==> config.mk <==
export PLATFORM = sky130hd
export DESIGN_NAME = clock_manager_sequencer_flat
export DESIGN_NICKNAME = d
export VERILOG_FILES = /design/src/rtl/clock_manager_sequencer_if.sv /design/src/rtl/clock_manager_sequencer.sv /design/src/flat_wrapper.sv
export SDC_FILE = /design/constraint.sdc
export NUM_CORES = 1
export LEC_CHECK = 0
export CAP_MARGIN = 40
export CORE_AREA = 2 2 62 94
export DETAILED_ROUTE_END_ITERATION = 8
export DIE_AREA = 0 0 64 96
export GPL_ROUTABILITY_DRIVEN = 0
export PLACE_DENSITY = 0.64
export SYNTH_ARGS = -nofsm -noshare
export SYNTH_HDL_FRONTEND = slang
export SYNTH_SLANG_ARGS = --single-unit
==> constraint.sdc <==
create_clock -name clk -period 3.1 [get_ports clk]
set_input_delay 0.31 -clock clk [delete_from_list [all_inputs] [get_ports clk]]
set_output_delay 0.31 -clock clk [all_outputs]
set_load 0.05 [all_outputs]
==> src/rtl/clock_manager_sequencer_if.sv <==
// Handshake bundle between the clock-manager sequencer and its environment.
// The master drives the PLL lock status and divider programming; the slave
// (the sequencer) returns the PLL/system resets, sample strobe and status.
interface clock_manager_sequencer_if #(
   parameter int DIV_W = 8
);
   logic             pll_locked;
   logic             div_load;
   logic [DIV_W-1:0] div_value;
   logic             pll_resetb;
   logic             sys_rst_n;
   logic             sample_en;
   logic [1:0]       state;
   logic [7:0]       retry_cnt;

   modport master (
      output pll_locked, div_load, div_value,
      input  pll_resetb, sys_rst_n, sample_en, state, retry_cnt
   );

   modport slave (
      input  pll_locked, div_load, div_value,
      output pll_resetb, sys_rst_n, sample_en, state, retry_cnt
   );
endinterface

==> src/rtl/clock_manager_sequencer.sv <==
// Power-up / recovery sequencer for the 48 MHz clock manager. Pulses the PLL
// reset, waits for a synchronised lock with timeout and retry, qualifies lock
// stability, then releases the downstream reset and generates the ADC sample
// strobe from a programmable divider. Any lock loss in RUN re-sequences.
module clock_manager_sequencer #(
   parameter int PLL_RST_CYC  = 16,
   parameter int LOCK_TIMEOUT = 4096,
   parameter int STABLE_CYC   = 256,
   parameter int DIV_W        = 8,
   parameter int DIV_DEFAULT  = 11
) (
   input logic                      clk,
   input logic                      reset,
   clock_manager_sequencer_if.slave bus
);

   typedef enum logic [1:0] {
      ST_PLL_RST   = 2'd0,
      ST_WAIT_LOCK = 2'd1,
      ST_STABLE    = 2'd2,
      ST_RUN       = 2'd3
   } state_t;

   // One shared counter serves all timed states, so size it for the longest.
   localparam int CNT_MAX_A = (PLL_RST_CYC > LOCK_TIMEOUT) ? PLL_RST_CYC : LOCK_TIMEOUT;
   localparam int CNT_MAX   = (CNT_MAX_A > STABLE_CYC) ? CNT_MAX_A : STABLE_CYC;
   localparam int CNT_W     = $clog2(CNT_MAX + 1);

   localparam logic [CNT_W-1:0] RST_LAST    = CNT_W'(PLL_RST_CYC - 1);
   localparam logic [CNT_W-1:0] TIMEOUT_LAST = CNT_W'(LOCK_TIMEOUT - 1);
   localparam logic [CNT_W-1:0] STABLE_LAST = CNT_W'(STABLE_CYC - 1);
   localparam logic [DIV_W-1:0] DIV_RST     = DIV_W'(DIV_DEFAULT);

   logic             sync1_r;
   logic             lk_r;
   state_t           state_r;
   state_t           state_nxt_s;
   logic [CNT_W-1:0] cnt_r;
   logic [CNT_W-1:0] cnt_nxt_s;
   logic             retry_inc_s;
   logic [7:0]       retry_r;
   logic [DIV_W-1:0] div_cur_r;
   logic [DIV_W-1:0] div_cur_nxt_s;
   logic [DIV_W-1:0] div_pend_r;
   logic [DIV_W-1:0] div_pend_nxt_s;
   logic [DIV_W-1:0] phase_r;
   logic [DIV_W-1:0] phase_nxt_s;
   logic             stay_run_s;
   logic             sample_nxt_s;
   logic             pll_resetb_r;
   logic             sys_rst_n_r;
   logic             sample_en_r;

   // Two-flop synchroniser bringing the asynchronous PLL lock into clk.
   always_ff @(posedge clk or negedge reset) begin
      if (!reset) begin
         sync1_r <= 1'b0;
         lk_r    <= 1'b0;
      end else begin
         sync1_r <= bus.pll_locked;
         lk_r    <= sync1_r;
      end
   end

   // Sequencing decisions: next state, shared cycle counter, retry event.
   always_comb begin
      state_nxt_s = state_r;
      cnt_nxt_s   = cnt_r;
      retry_inc_s = 1'b0;
      case (state_r)
         ST_PLL_RST: begin
            if (cnt_r == RST_LAST) begin
               state_nxt_s = ST_WAIT_LOCK;
               cnt_nxt_s   = {CNT_W{1'b0}};
            end else begin
               cnt_nxt_s = cnt_r + CNT_W'(1);
            end
         end
         ST_WAIT_LOCK: begin
            // Lock is checked before the timeout so a lock on the last cycle wins.
            if (lk_r) begin
               state_nxt_s = ST_STABLE;
               cnt_nxt_s   = {CNT_W{1'b0}};
            end else if (cnt_r == TIMEOUT_LAST) begin
               state_nxt_s = ST_PLL_RST;
               cnt_nxt_s   = {CNT_W{1'b0}};
               retry_inc_s = 1'b1;
            end else begin
               cnt_nxt_s = cnt_r + CNT_W'(1);
            end
         end
         ST_STABLE: begin
            if (!lk_r) begin
               state_nxt_s = ST_WAIT_LOCK;
               cnt_nxt_s   = {CNT_W{1'b0}};
            end else if (cnt_r == STABLE_LAST) begin
               state_nxt_s = ST_RUN;
               cnt_nxt_s   = {CNT_W{1'b0}};
            end else begin
               cnt_nxt_s = cnt_r + CNT_W'(1);
            end
         end
         ST_RUN: begin
            if (!lk_r) begin
               state_nxt_s = ST_PLL_RST;
               retry_inc_s = 1'b1;
            end else begin
               state_nxt_s = ST_RUN;
            end
            cnt_nxt_s = {CNT_W{1'b0}};
         end
         default: begin
            state_nxt_s = ST_PLL_RST;
            cnt_nxt_s   = {CNT_W{1'b0}};
         end
      endcase
   end

   // Sample divider: phase runs only while staying in RUN; new divisor is
   // adopted at a wrap, or at once outside RUN, never mid-period.
   always_comb begin
      div_pend_nxt_s = bus.div_load ? bus.div_value : div_pend_r;
      stay_run_s     = (state_r == ST_RUN) && (state_nxt_s == ST_RUN);
      div_cur_nxt_s  = div_cur_r;
      phase_nxt_s    = phase_r;
      sample_nxt_s   = 1'b0;
      if (!stay_run_s) begin
         div_cur_nxt_s = div_pend_nxt_s;
         phase_nxt_s   = {DIV_W{1'b0}};
      end else if (phase_r == div_cur_r) begin
         div_cur_nxt_s = div_pend_nxt_s;
         phase_nxt_s   = {DIV_W{1'b0}};
         sample_nxt_s  = 1'b1;
      end else begin
         phase_nxt_s = phase_r + DIV_W'(1);
      end
   end

   // State, counters, divider and registered outputs (derived from next state
   // so every output lines up with the state it belongs to).
   always_ff @(posedge clk or negedge reset) begin
      if (!reset) begin
         state_r      <= ST_PLL_RST;
         cnt_r        <= {CNT_W{1'b0}};
         retry_r      <= 8'd0;
         div_cur_r    <= DIV_RST;
         div_pend_r   <= DIV_RST;
         phase_r      <= {DIV_W{1'b0}};
         pll_resetb_r <= 1'b0;
         sys_rst_n_r  <= 1'b0;
         sample_en_r  <= 1'b0;
      end else begin
         state_r      <= state_nxt_s;
         cnt_r        <= cnt_nxt_s;
         div_cur_r    <= div_cur_nxt_s;
         div_pend_r   <= div_pend_nxt_s;
         phase_r      <= phase_nxt_s;
         pll_resetb_r <= (state_nxt_s != ST_PLL_RST);
         sys_rst_n_r  <= (state_nxt_s == ST_RUN);
         sample_en_r  <= sample_nxt_s;
         if (retry_inc_s && (retry_r != 8'hFF)) begin
            retry_r <= retry_r + 8'd1;
         end else begin
            retry_r <= retry_r;
         end
      end
   end

   assign bus.pll_resetb = pll_resetb_r;
   assign bus.sys_rst_n  = sys_rst_n_r;
   assign bus.sample_en  = sample_en_r;
   assign bus.state      = state_r;
   assign bus.retry_cnt  = retry_r;

endmodule
==> src/flat_wrapper.sv <==
// flat-port wrapper written by rule: the top's interface ports become plain ports
module clock_manager_sequencer_flat 
#(
   parameter int PLL_RST_CYC  = 16,
   parameter int LOCK_TIMEOUT = 4096,
   parameter int STABLE_CYC   = 256,
   parameter int DIV_W        = 8,
   parameter int DIV_DEFAULT  = 11
)
  (clk, reset, bus_pll_locked, bus_div_load, bus_div_value, bus_pll_resetb, bus_sys_rst_n, bus_sample_en, bus_state, bus_retry_cnt);
  clock_manager_sequencer_if #(.DIV_W(DIV_W)) bus_i ();
  input logic clk;
  input logic reset;
  input wire logic [$bits(bus_i.pll_locked)-1:0] bus_pll_locked;
  input wire logic [$bits(bus_i.div_load)-1:0] bus_div_load;
  input wire logic [$bits(bus_i.div_value)-1:0] bus_div_value;
  output wire logic [$bits(bus_i.pll_resetb)-1:0] bus_pll_resetb;
  output wire logic [$bits(bus_i.sys_rst_n)-1:0] bus_sys_rst_n;
  output wire logic [$bits(bus_i.sample_en)-1:0] bus_sample_en;
  output wire logic [$bits(bus_i.state)-1:0] bus_state;
  output wire logic [$bits(bus_i.retry_cnt)-1:0] bus_retry_cnt;
  assign bus_i.pll_locked = bus_pll_locked;
  assign bus_i.div_load = bus_div_load;
  assign bus_i.div_value = bus_div_value;
  assign bus_pll_resetb = bus_i.pll_resetb;
  assign bus_sys_rst_n = bus_i.sys_rst_n;
  assign bus_sample_en = bus_i.sample_en;
  assign bus_state = bus_i.state;
  assign bus_retry_cnt = bus_i.retry_cnt;
  clock_manager_sequencer #(.PLL_RST_CYC(PLL_RST_CYC), .LOCK_TIMEOUT(LOCK_TIMEOUT), .STABLE_CYC(STABLE_CYC), .DIV_W(DIV_W), .DIV_DEFAULT(DIV_DEFAULT)) u_core (.clk(clk), .reset(reset), .bus(bus_i));
endmodule
* Yosys cells after proc, flatten, opt, wreduce, memory -nomap -nowiden *
Cells that the tools add are included.

storage, ports and cells
  bits in registers = 52
  input port bits = 12
  output and inout bits = 13
  word-level logic and storage cells = 52

operators by class
  $add $sub $neg = 3
  equality and inequality tests = 10
  muxes and demuxes = 24
  reductions and logical operators = 4

operator list
  kind                     count
  $mux W13                 5
  $pmux W13 S4             1
  $mux W8                  5
  $add A8 B1 Y8 const B    2
  $add A13 B1 Y13 const B  1
  $eq A13 B12 Y1 const B   1
  $eq A13 B4 Y1 const B    1
  $eq A13 B8 Y1 const B    1
  $mux W2                  6
  $eq A8 B8 Y1             1
  $ne A8 B8 Y1 const B     1
  $pmux W2 S4              1
  $eq A2 B2 Y1 const B     3
  $mux W1                  5
  $eq A2 B1 Y1 const B     1
  $logic_and A1 B1 Y1      2
  $logic_not A2 Y1         1
  $ne A2 B2 Y1 const B     1
  $pmux W1 S2              1
  $reduce_bool A2 Y1       1

* Logic depth before layout (Yosys ltp) *
  word-level depth = 7
  gate-level depth with buffers = 6
  mapped depth without buffers = 5

* Worst setup path after synthesis *
No wires, ideal clock.

  path kind = register to register
  start point = reg u_core.retry_r[0] (netlist: u_core.bus.retry_cnt[0])
  end point = reg u_core.retry_r[1] (netlist: u_core.bus.retry_cnt[1])
  library setup time = 125 ps
  data arrival time = 2,022 ps
  required time = 2,975 ps
  setup slack = 954 ps
  cell stages (with the launch flop) = 6
  path buffers = 0
  period minus slack after synthesis = 2,146 ps
  path through = dfrtp_1 -> ha_1 -> and3_1 -> a211oi_1 -> nand2_2 -> mux2_2

between the ends
  word-level cells in the longest chain between the ends = 2
  elaborated cells on any way between the ends = 3
  classes of those cells = add/sub (1); eq/ne (1); reduce/logical (1)

ends and longest elaborated chain
  what                                                   line                            source
  start, declared                                        clock_manager_sequencer.sv:41   logic [7:0] retry_r;
  start signal, assigned                                 clock_manager_sequencer.sv:162  retry_r <= retry_r + 8'd1;
  start signal, assigned                                 clock_manager_sequencer.sv:164  retry_r <= retry_r;
  branches (longest 2 deep; another with $add A8 B1 Y8)  --

Several ways; the timed one is not identified.
A chain may end at the register's enable or synchronous reset.

* Final worst setup path *
Same ends and word-level chain as after synthesis.

==> qor.yml <==
status: "finished clean"
cts_buffers: 5
core_um2: 5330
antennaDiodeCount: 0
clock-sinks: 52
cts_buffer_depth: 2
slew_headroom_pct: 49.6
drt_first_iter_violations: 68
yosys.cell_count.top_type: "dfrtp_1"
overflow: 0
fillers: 473
grt_pass1_vias: 1448
cts_hold_buf: 0
r2r_end: "u_core.bus.retry_cnt[1]"
power_density_nw_per_um2: 619
die_x_um: 64
worstPathArrival_ns: 2.20
timing.rr.start: "u_core.bus.retry_cnt[0]"
rsz0062_at_grt: "no"
critPathKind: "reg2reg"
clock_latency_ns: 0.30
yosys_warnings: 0
nets: 235
crit_fanout: 7
num_vias: 1466
synth_ff_type: "dfrtp_1"
syn-instance-count: 191
grt_pass1_wl_mm: 6.78
antenna_found_initial: 0
cp_slowest_cell: "a211oi_1"
dpl.hpwl_mm: 2.86
grt_max_degree: 34
endpoint_kind: "flop"
synth_nets: 206
grt_use_total_pct: 14.4
worstMarginPinSlew_ns: 0.751
firstDrtPassIters: 3
min_period_over_period_pct: 65.0
synth_area_leaders: "dfrtp_1 48%, mux2_2 8.1%, dfstp_2 6.6%"
htreeDepth: 2
cts_tree: "yes"
hp-class: "in2async"
async_reset_ff_share_pct: 100
slowest_delay_ns: 0.65
report.final.slew_viol_count: 0
cp_num_cells: 5
holdWs_ns: 0.0589
leakage_uw: 0.00124
seqCellArea_um2: 1310
worst_setup_path_start_kind: "flop"
floorplan.die.height_um: 96
synth_commonest_cells: "46 x dfrtp_1, 17 x mux2_2, 17 x xnor2_1"
start_util_pct: 44.6
crit_family: "compound AO/OA/AOI/OAI gates"
postCtsSetupBuffers: 0
clockRootBuffer: "clkbuf_8"
fin_skew_ns: 0.0129
ys_types: 35
r2r_slack_ns: 1.09
setup_viol: 0
ys_seq_elements: 52
hold_violations: 0
die_area_um2: 6140
synth_top_area_share_pct: 48.4
drcViolationCount: 0
path_cells: "ha_1, and3_1, a211oi_1, nand2_2, mux2_2"
max_freq_mhz: 496
cap_violations: 0
multiInputGateArea_um2: 1040
yosysTopAreaCell: "dfrtp_1"
detail_route.wl_per_cell_um: 13.6
synth_area_um2: 2380
fp-row-count: 33
path_buf_inv: 0
ys_seq_area_share_pct: 55.1
syn_area_per_cell_um2: 12.4
worstPathRequired_ns: 3.28
period_needed_ns: 2.01
postRouteAntennaNets: 0
placed_area_um2: 2690
final_layout_size_suffix_gt1_share_pct: 19.5
ir_worst_vdd_v: 0.000302
avgViaCountPerCell: 5.04
synth_edf_count: 0
io_buffers: 24
syn_to_final_growth_pct: 16.9
ff2ff_path_depth: 5
final.setup.tns_ns: 0
fin_area_um2: 2780
finalWirelength_mm: 3.95
clk_pin_slew_ns: 0.10
cts_repair_resize_count: 0
ios: 25
## kinds of logic (layout without fill, tap and decap cells)
group | after synthesis | after routing | synth area share (%)
compound gates | 9 | 9 | 4.90
flops | 52 | 52 | 55.1
mux | 17 | 17 | 8.05
simple gates | 72 | 72 | 17.3
fa+ha+maj | 3 | 3 | 1.58
buf+inv | 6 | 36 | 1.32
xor+xnor | 32 | 32 | 11.8
## worst register-to-register path, cell delays in order (launching register included)
cell	delay, ns
dfrtp_1	0.42
ha_1	0.24
and3_1	0.17
a211oi_1	0.65
nand2_2	0.14
mux2_2	0.30
## metrics by stage
stage                     utilization (%)  total power [uW]  instances  worst slack [ns]
after detailed placement             50.5              1350        283              1.08
after CTS                            52.2              1750        291              1.06
final                                52.2              1720        291              1.09
after floorplan                         -              1210        191             0.954
after global placement               50.5              1340        283              1.13
after global routing                 52.2              1820        291             0.878
## final cells by class
| class | count | share of cell area [%] |
|---|---|---|
| well taps | 70 | 3.15 |
| clock buffers | 6 | 2.97 |
| multi-input cells | 133 | 37.3 |
| inverters | 3 | 0.405 |
| flip-flops and latches | 52 | 47.1 |
| repair buffers | 25 | 8.73 |
| clock inverters | 2 | 0.360 |
## power by group
group | switching, uW | leakage (uW) | internal, uW
Combinational | 292 | 0.000522 | 194
Clock | 210 | 0.0000510 | 179
Sequential | 74.2 | 0.000666 | 770
Total | 576 | 0.00124 | 1140
## cells in the final DEF, fill, tap and decap left out
cell and n:
o41ai_2 2, o41ai_4 1, ha_1 3, or4_1 1, dfrtp_1 46, nor3b_1 1, inv_1 3, nand4_1 4
nand2_1 5, nand3_2 1, nand3_1 14, and4_1 4, a31oi_1 1, a211oi_1 1, mux2_2 17, nand4_2 1
clkinv_2 2, nor4_2 1, o221a_4 1, nor2_1 16, nor3_1 2, xor2_1 15, clkdlybuf4s50_1 23, a311oi_1 1
dfstp_2 6, nor2b_1 3, a21oi_1 1, and3_1 8, and2_1 7, buf_4 1, nand2_2 1, a21oi_2 1
or4_4 1, buf_2 1, xnor2_1 17, clkbuf_8 6, nor4_1 2
## layer usage
| metal | track usage, % | up-vias | part of all wire (%) |
|---|---|---|---|
| met4 | 5.43 | 0 | 0.76 |
| li1 | - | 725 | - |
| met5 | 0 | - | 0 |
| met2 | 25.0 | 13 | 54 |
| met3 | 3.04 | 2 | 2.6 |
| met1 | 17.5 | 726 | 43 |
## sequential cells by signal (all words and copies together) (netlist names)
name	flops
u_core.cnt_r	13
u_core.bus.retry_cnt	8
u_core.div_cur_r	8
u_core.div_pend_r	8
u_core.phase_r	8
u_core.bus.state	2
u_core.bus.pll_resetb	1
u_core.bus.sample_en	1
u_core.bus.sys_rst_n	1
u_core.lk_r	1
u_core.sync1_r	1
## worst max-delay path by stage
stage / from / endpoint / slack (ns)
after floorplan: u_core.bus.retry_cnt[0] / u_core.bus.retry_cnt[1] / 0.95
after global placement: u_core.bus.retry_cnt[0] / u_core.bus.retry_cnt[1] / 1.13
after detailed placement: u_core.bus.retry_cnt[0] / u_core.bus.retry_cnt[1] / 1.08
after CTS: u_core.bus.retry_cnt[0] / u_core.bus.retry_cnt[1] / 1.06
after global routing: u_core.bus.retry_cnt[0] / u_core.bus.retry_cnt[1] / 0.88
final: u_core.bus.retry_cnt[0] / u_core.bus.retry_cnt[1] / 1.09
Note: power is estimated with default switching activity, not from simulation.
